--- config.mk ---
export PLATFORM = sky130hd
export DESIGN_NAME = key_conditioner
export DESIGN_NICKNAME = d
export VERILOG_FILES = /design/src/rtl/key_conditioner.sv
export SDC_FILE = /design/constraint.sdc
export NUM_CORES = 1
export LEC_CHECK = 0
export CORE_ASPECT_RATIO = 0.75
export CORE_MARGIN = 4
export CORE_UTILIZATION = 60
export DETAILED_ROUTE_END_ITERATION = 10
export PLACE_DENSITY = 0.86
export SYNTH_ARGS = -nofsm -noshare
export SYNTH_HDL_FRONTEND = slang
export SYNTH_SLANG_ARGS = --single-unit
--- constraint.sdc ---
create_clock -name clk -period 2.3 [get_ports clk]
set_input_delay 0.23 -clock clk [delete_from_list [all_inputs] [get_ports clk]]
set_output_delay 0.23 -clock clk [all_outputs]
set_load 0.01 [all_outputs]
--- src/rtl/key_conditioner.sv ---
// Synchronises, debounces and edge-detects active-low pushbuttons for the game FSM.
// Optional long-press detection is built only when KEY_LONG_PRESS_EN is defined.
module key_conditioner #(
    parameter int unsigned NUM_KEYS        = 4,
    parameter int unsigned DEBOUNCE_CYCLES = 500000,
    parameter int unsigned LONG_CYCLES     = 50000000
) (
    input  logic                clk,
    input  logic                rst,
    input  logic [NUM_KEYS-1:0] key_raw,
    output logic [NUM_KEYS-1:0] key_clean,
    output logic [NUM_KEYS-1:0] key_press,
    output logic [NUM_KEYS-1:0] key_release,
    output logic [NUM_KEYS-1:0] key_long
);

    localparam int unsigned CNT_W = (DEBOUNCE_CYCLES > 1) ? $clog2(DEBOUNCE_CYCLES) : 1;
    localparam logic [CNT_W-1:0] CNT_MAX = CNT_W'(DEBOUNCE_CYCLES - 1);

    logic [NUM_KEYS-1:0] sync1_q, sync2_q;
    logic [NUM_KEYS-1:0] level_q, level_d;
    logic [NUM_KEYS-1:0] clean_q, press_q, release_q;
    logic [CNT_W-1:0]    cnt_q [NUM_KEYS];
    logic [CNT_W-1:0]    cnt_d [NUM_KEYS];

    always_ff @(posedge clk or negedge rst) begin
        if (!rst) begin
            sync1_q <= '1;
            sync2_q <= '1;
        end else begin
            sync1_q <= key_raw;
            sync2_q <= sync1_q;
        end
    end

    always_comb begin
        level_d = level_q;
        for (int unsigned i = 0; i < NUM_KEYS; i++) begin
            cnt_d[i] = '0;
            if (sync2_q[i] != level_q[i]) begin
                if (cnt_q[i] == CNT_MAX) begin
                    level_d[i] = sync2_q[i];
                end else begin
                    cnt_d[i] = cnt_q[i] + 1'b1;
                end
            end
        end
    end

    always_ff @(posedge clk or negedge rst) begin
        if (!rst) begin
            level_q <= '1;
            for (int unsigned i = 0; i < NUM_KEYS; i++) begin
                cnt_q[i] <= '0;
            end
        end else begin
            level_q <= level_d;
            for (int unsigned i = 0; i < NUM_KEYS; i++) begin
                cnt_q[i] <= cnt_d[i];
            end
        end
    end

    // Output stage: the level and its edge pulses leave together one edge after acceptance.
    always_ff @(posedge clk or negedge rst) begin
        if (!rst) begin
            clean_q   <= '1;
            press_q   <= '0;
            release_q <= '0;
        end else begin
            clean_q   <= level_q;
            press_q   <= clean_q & ~level_q;
            release_q <= ~clean_q & level_q;
        end
    end

    assign key_clean   = clean_q;
    assign key_press   = press_q;
    assign key_release = release_q;

`ifdef KEY_LONG_PRESS_EN
    localparam int unsigned LONG_W = (LONG_CYCLES > 1) ? $clog2(LONG_CYCLES) : 1;
    localparam logic [LONG_W-1:0] LONG_MAX = LONG_W'(LONG_CYCLES - 1);

    logic [LONG_W-1:0]   hold_q [NUM_KEYS];
    logic [LONG_W-1:0]   hold_d [NUM_KEYS];
    logic [NUM_KEYS-1:0] done_q, done_d;
    logic [NUM_KEYS-1:0] long_q, long_d;

    // done_q saturates the hold count so each press yields at most one pulse.
    always_comb begin
        done_d = done_q;
        long_d = '0;
        for (int unsigned i = 0; i < NUM_KEYS; i++) begin
            hold_d[i] = hold_q[i];
            if (clean_q[i]) begin
                hold_d[i] = '0;
                done_d[i] = 1'b0;
            end else if (!done_q[i]) begin
                if (hold_q[i] == LONG_MAX) begin
                    long_d[i] = 1'b1;
                    done_d[i] = 1'b1;
                end else begin
                    hold_d[i] = hold_q[i] + 1'b1;
                end
            end
        end
    end

    always_ff @(posedge clk or negedge rst) begin
        if (!rst) begin
            done_q <= '0;
            long_q <= '0;
            for (int unsigned i = 0; i < NUM_KEYS; i++) begin
                hold_q[i] <= '0;
            end
        end else begin
            done_q <= done_d;
            long_q <= long_d;
            for (int unsigned i = 0; i < NUM_KEYS; i++) begin
                hold_q[i] <= hold_d[i];
            end
        end
    end

    assign key_long = long_q;
`else
    assign key_long = '0;
`endif

endmodule
==> metrics.md <==
| Metric | Value |
|---|---|
| Outcome | complete, no violations |
| Clock Latency Late Sink | 0.37 ns |
| Slew @ Worst Pin | 0.540 ns |
| Adder-cell share of the synthesized area | 1.10% |
| Hold WC Path Type | in -> reg |
| First-pass GRT wire length | 14.3 mm |
| Layout cells sized above 1 | 9.48% |
| Initial Util | 61.8% |
| Post-Syn Area | 4550 sq um |
| Clk pin slew, worst setup/hold paths | 0.09 ns |
| Multi-input logic area | 1910 sq um |
| Hold-critical path depth | 1 |
| Die X | 109 um |
| Global route total overflow | 0 |
| Final setup TNS | 0 ns |
| 1st-iter DRT viols | 150 |
| CP Max Fanout | 4 |
| Share of the synthesized area in the top cell type | 46.2% |
| Overall routed net length | 8.24 mm |
| # fillers | 562 |
| GRT Total Usage | 19.8% |
| H-tree levels | 3 |
| Hold Fails Final Rpt | 0 |
| Hpwl dp | 5.61 mm |
| Storage cell area | 2520 sq um |
| Postcts setup bufs | 0 |
| Unrepaired setup endpoints after global routing | no |
| CP Launch Type | flip-flop |
| Top_reg_cell synth | dfrtp_1 |
| Final setup violating endpoints | 0 |
| Max VDD drop | 0.000433 V |
| Post-synth EDFFs | 0 |
| Die span in y | 83.4 um |
| P_leak | 2.03 nW |
| Synth unique cells | 36 |
| Maxcap violations | 0 |
| Router iterations before antenna repair | 4 |
| Critical Path AT | 2.35 ns |
| Largest net degree at the start of global routing | 43 |
| IO Port Bufs | 17 |
| Vias in the first global route | 3152 |
| Share of the yosys chip area belonging to registers | 55.5% |
| Achievable clock frequency | 488 MHz |
| Synth Area in Compound Gates | 5.31% |
| Antenna-violating nets left | 0 |
| CP endpoint kind | flip-flop |
| Ys async rst share | 100% |
| CTS root buf | clkbuf_8 |
| Vias/cell | 5.70 |
| Worst R2R Setup Slack | 0.25 ns |
| Antenna fix cells | 0 |
| Top-count cell post-synth | dfrtp_1 |
| Post-synth top cells | 84 x dfrtp_1, 64 x nor2_1, 28 x xor2_1 |
| #FFs+latches synth | 100 |
| Worst Reg-to-Reg Cells | 5 |
| Power Dens Cells | 590 nW/um^2 |
| Largest family of logic cells by synthesized area | simple AND/OR/NAND/NOR gates |
| Largest area contributor in the netlist | dfrtp_1 |
| Worst Skew | 0.00865 ns |
| CTS tree | built |
| Relative slew slack | 64.0% |
| Initial antenna violation count | 0 |
| Per-cell routed wire length | 14.6 um |
| Mapped Avg Cell Area | 10.5 sq um |
| Crit Path Category | reg -> reg |
| Final net count | 469 |
| Row Count | 27 |
| CTS Buf Count | 9 |
| Max Slew Vio Count | 0 |
| Die area | 9050 sq um |
| Synth Instances | 434 |
| Residual DRC | 0 |
| Fin crit share | 89.1% |
| Area contributors post-synth | dfrtp_1 46%, dfstp_2 9.2%, xor2_1 5.4%, nor2_1 5.3%, xnor2_1 5.0% |
| Number of I/O pins | 22 |
| Post-Synth XOR/XNOR Area | 10.4% |
| Clock Sinks | 100 |
| Post-CTS Resized | 0 |
| Simple logic cell fraction of the synthesized area | 24.0% |
| Period minus WS final | 2.05 ns |
| Routability Congestion | 0.909 |
| Synth Warn # | 0 |
| Via count | 3219 |
| Core area | 7360 sq um |
| WHS | 0.258 ns |
| Max clock buf depth | 2 |
| Area Overhead vs Synth | 10.7% |
| Share of synthesized area spent on multiplexers | 0.990% |
| Data required, critical path | 2.60 ns |
-- area by class of cell --
| class | count | area share [%] |
|---|---|---|
| Clock inverter | 1 | 0.0994 |
| Sequential cell | 100 | 50.1 |
| Inverter | 11 | 0.820 |
| Timing Repair Buffer | 26 | 4.97 |
| Multi-Input combinational cell | 311 | 38.0 |
| Clock buffer | 15 | 3.50 |
| Tap cell | 101 | 2.51 |
-- placed cells by master (no fill, tap or decap), types with 2 or more instances in the layout --
cell             instances
a21oi_1                 18
and4_1                   8
buf_4                    8
clkbuf_1                 3
clkbuf_8                12
clkdlybuf4s50_1         16
conb_1                   4
dfrtp_1                 84
dfstp_2                 16
ha_1                     4
inv_1                   11
mux2_1                   3
nand2_1                 25
nand3_1                 22
nand4_1                 19
nand4_2                  2
nor2_1                  64
nor2b_1                  8
nor3_1                  11
nor4_1                  11
nor4b_1                  4
o21ai_0                 11
o21ai_1                  2
o31ai_1                  7
or3_1                   14
or4_1                   10
or4b_1                   2
xnor2_1                 26
xor2_1                  28
-- final timing paths --
kind	endpoint	from
max reg2reg	cnt_q[37]	cnt_q[19]
min reg2reg	sync2_q[3]	sync1_q[3]
min in group asynchronous	cnt_q[32]	rst
min	sync1_q[0]	key_raw[0]
max in group asynchronous	sync2_q[1]	rst
max	cnt_q[37]	cnt_q[19]
-- registers in the layout (all words and copies together), names as in the netlist --
| register | count |
|---|---|
| cnt_q | 76 |
| key_clean | 4 |
| key_press | 4 |
| key_release | 4 |
| level_q | 4 |
| sync1_q | 4 |
| sync2_q | 4 |
-- critical path, stage by stage, from the launching register on --
cell,delay (ns)
dfrtp_1,0.42
ha_1,0.25
nand4_1,0.20
or4_1,0.63
or3_1,0.34
a21oi_1,0.14
-- metrics by stage --
step / power, W / utilization (%) / worst slack [ns] / cells / area, sq um
2_1_floorplan: 0.00190 / - / 0.313 / 437 / 4560
3_3_place_gp: 0.00196 / 65.8 / 0.370 / 548 / 4840
3_5_place_dp: 0.00197 / 65.8 / 0.280 / 548 / 4840
4_1_cts: 0.00301 / 68.4 / 0.250 / 565 / 5040
5_1_grt: 0.00310 / 68.4 / 0.161 / 565 / 5040
6_report: 0.00297 / 68.4 / 0.251 / 565 / 5040
-- repair_timing --
action / in CTS / in global routing
setup endpoints to repair: 0 / 0
endpoints found under the hold margin: 37 / 0
hold buffers: 1 / 0
-- kinds of logic after synthesis --
| group | Yosys count |
|---|---|
| and+or+nand+nor | 205 |
| DFF | 100 |
| xor gates and xnor gates | 54 |
| AOI/OAI and AO/OA | 40 |
| buffers and inverters | 26 |
| adders and majority gates | 4 |
| muxes | 4 |
| other | 1 |
-- metal layers --
layer	track usage [%]	part of all wire, %
met2	31.5	48
met5	0	0
met4	6.77	1.6
met1	25.2	45
met3	6.99	5.0
-- report_power, final --
group	internal (W)	leakage, nW	switching (W)
Combinational	0.0000391	0.610	0.0000813
Clock	0.000483	0.0937	0.000559
Sequential	0.00179	1.33	0.0000225
(Power assumes the default switching activity.)
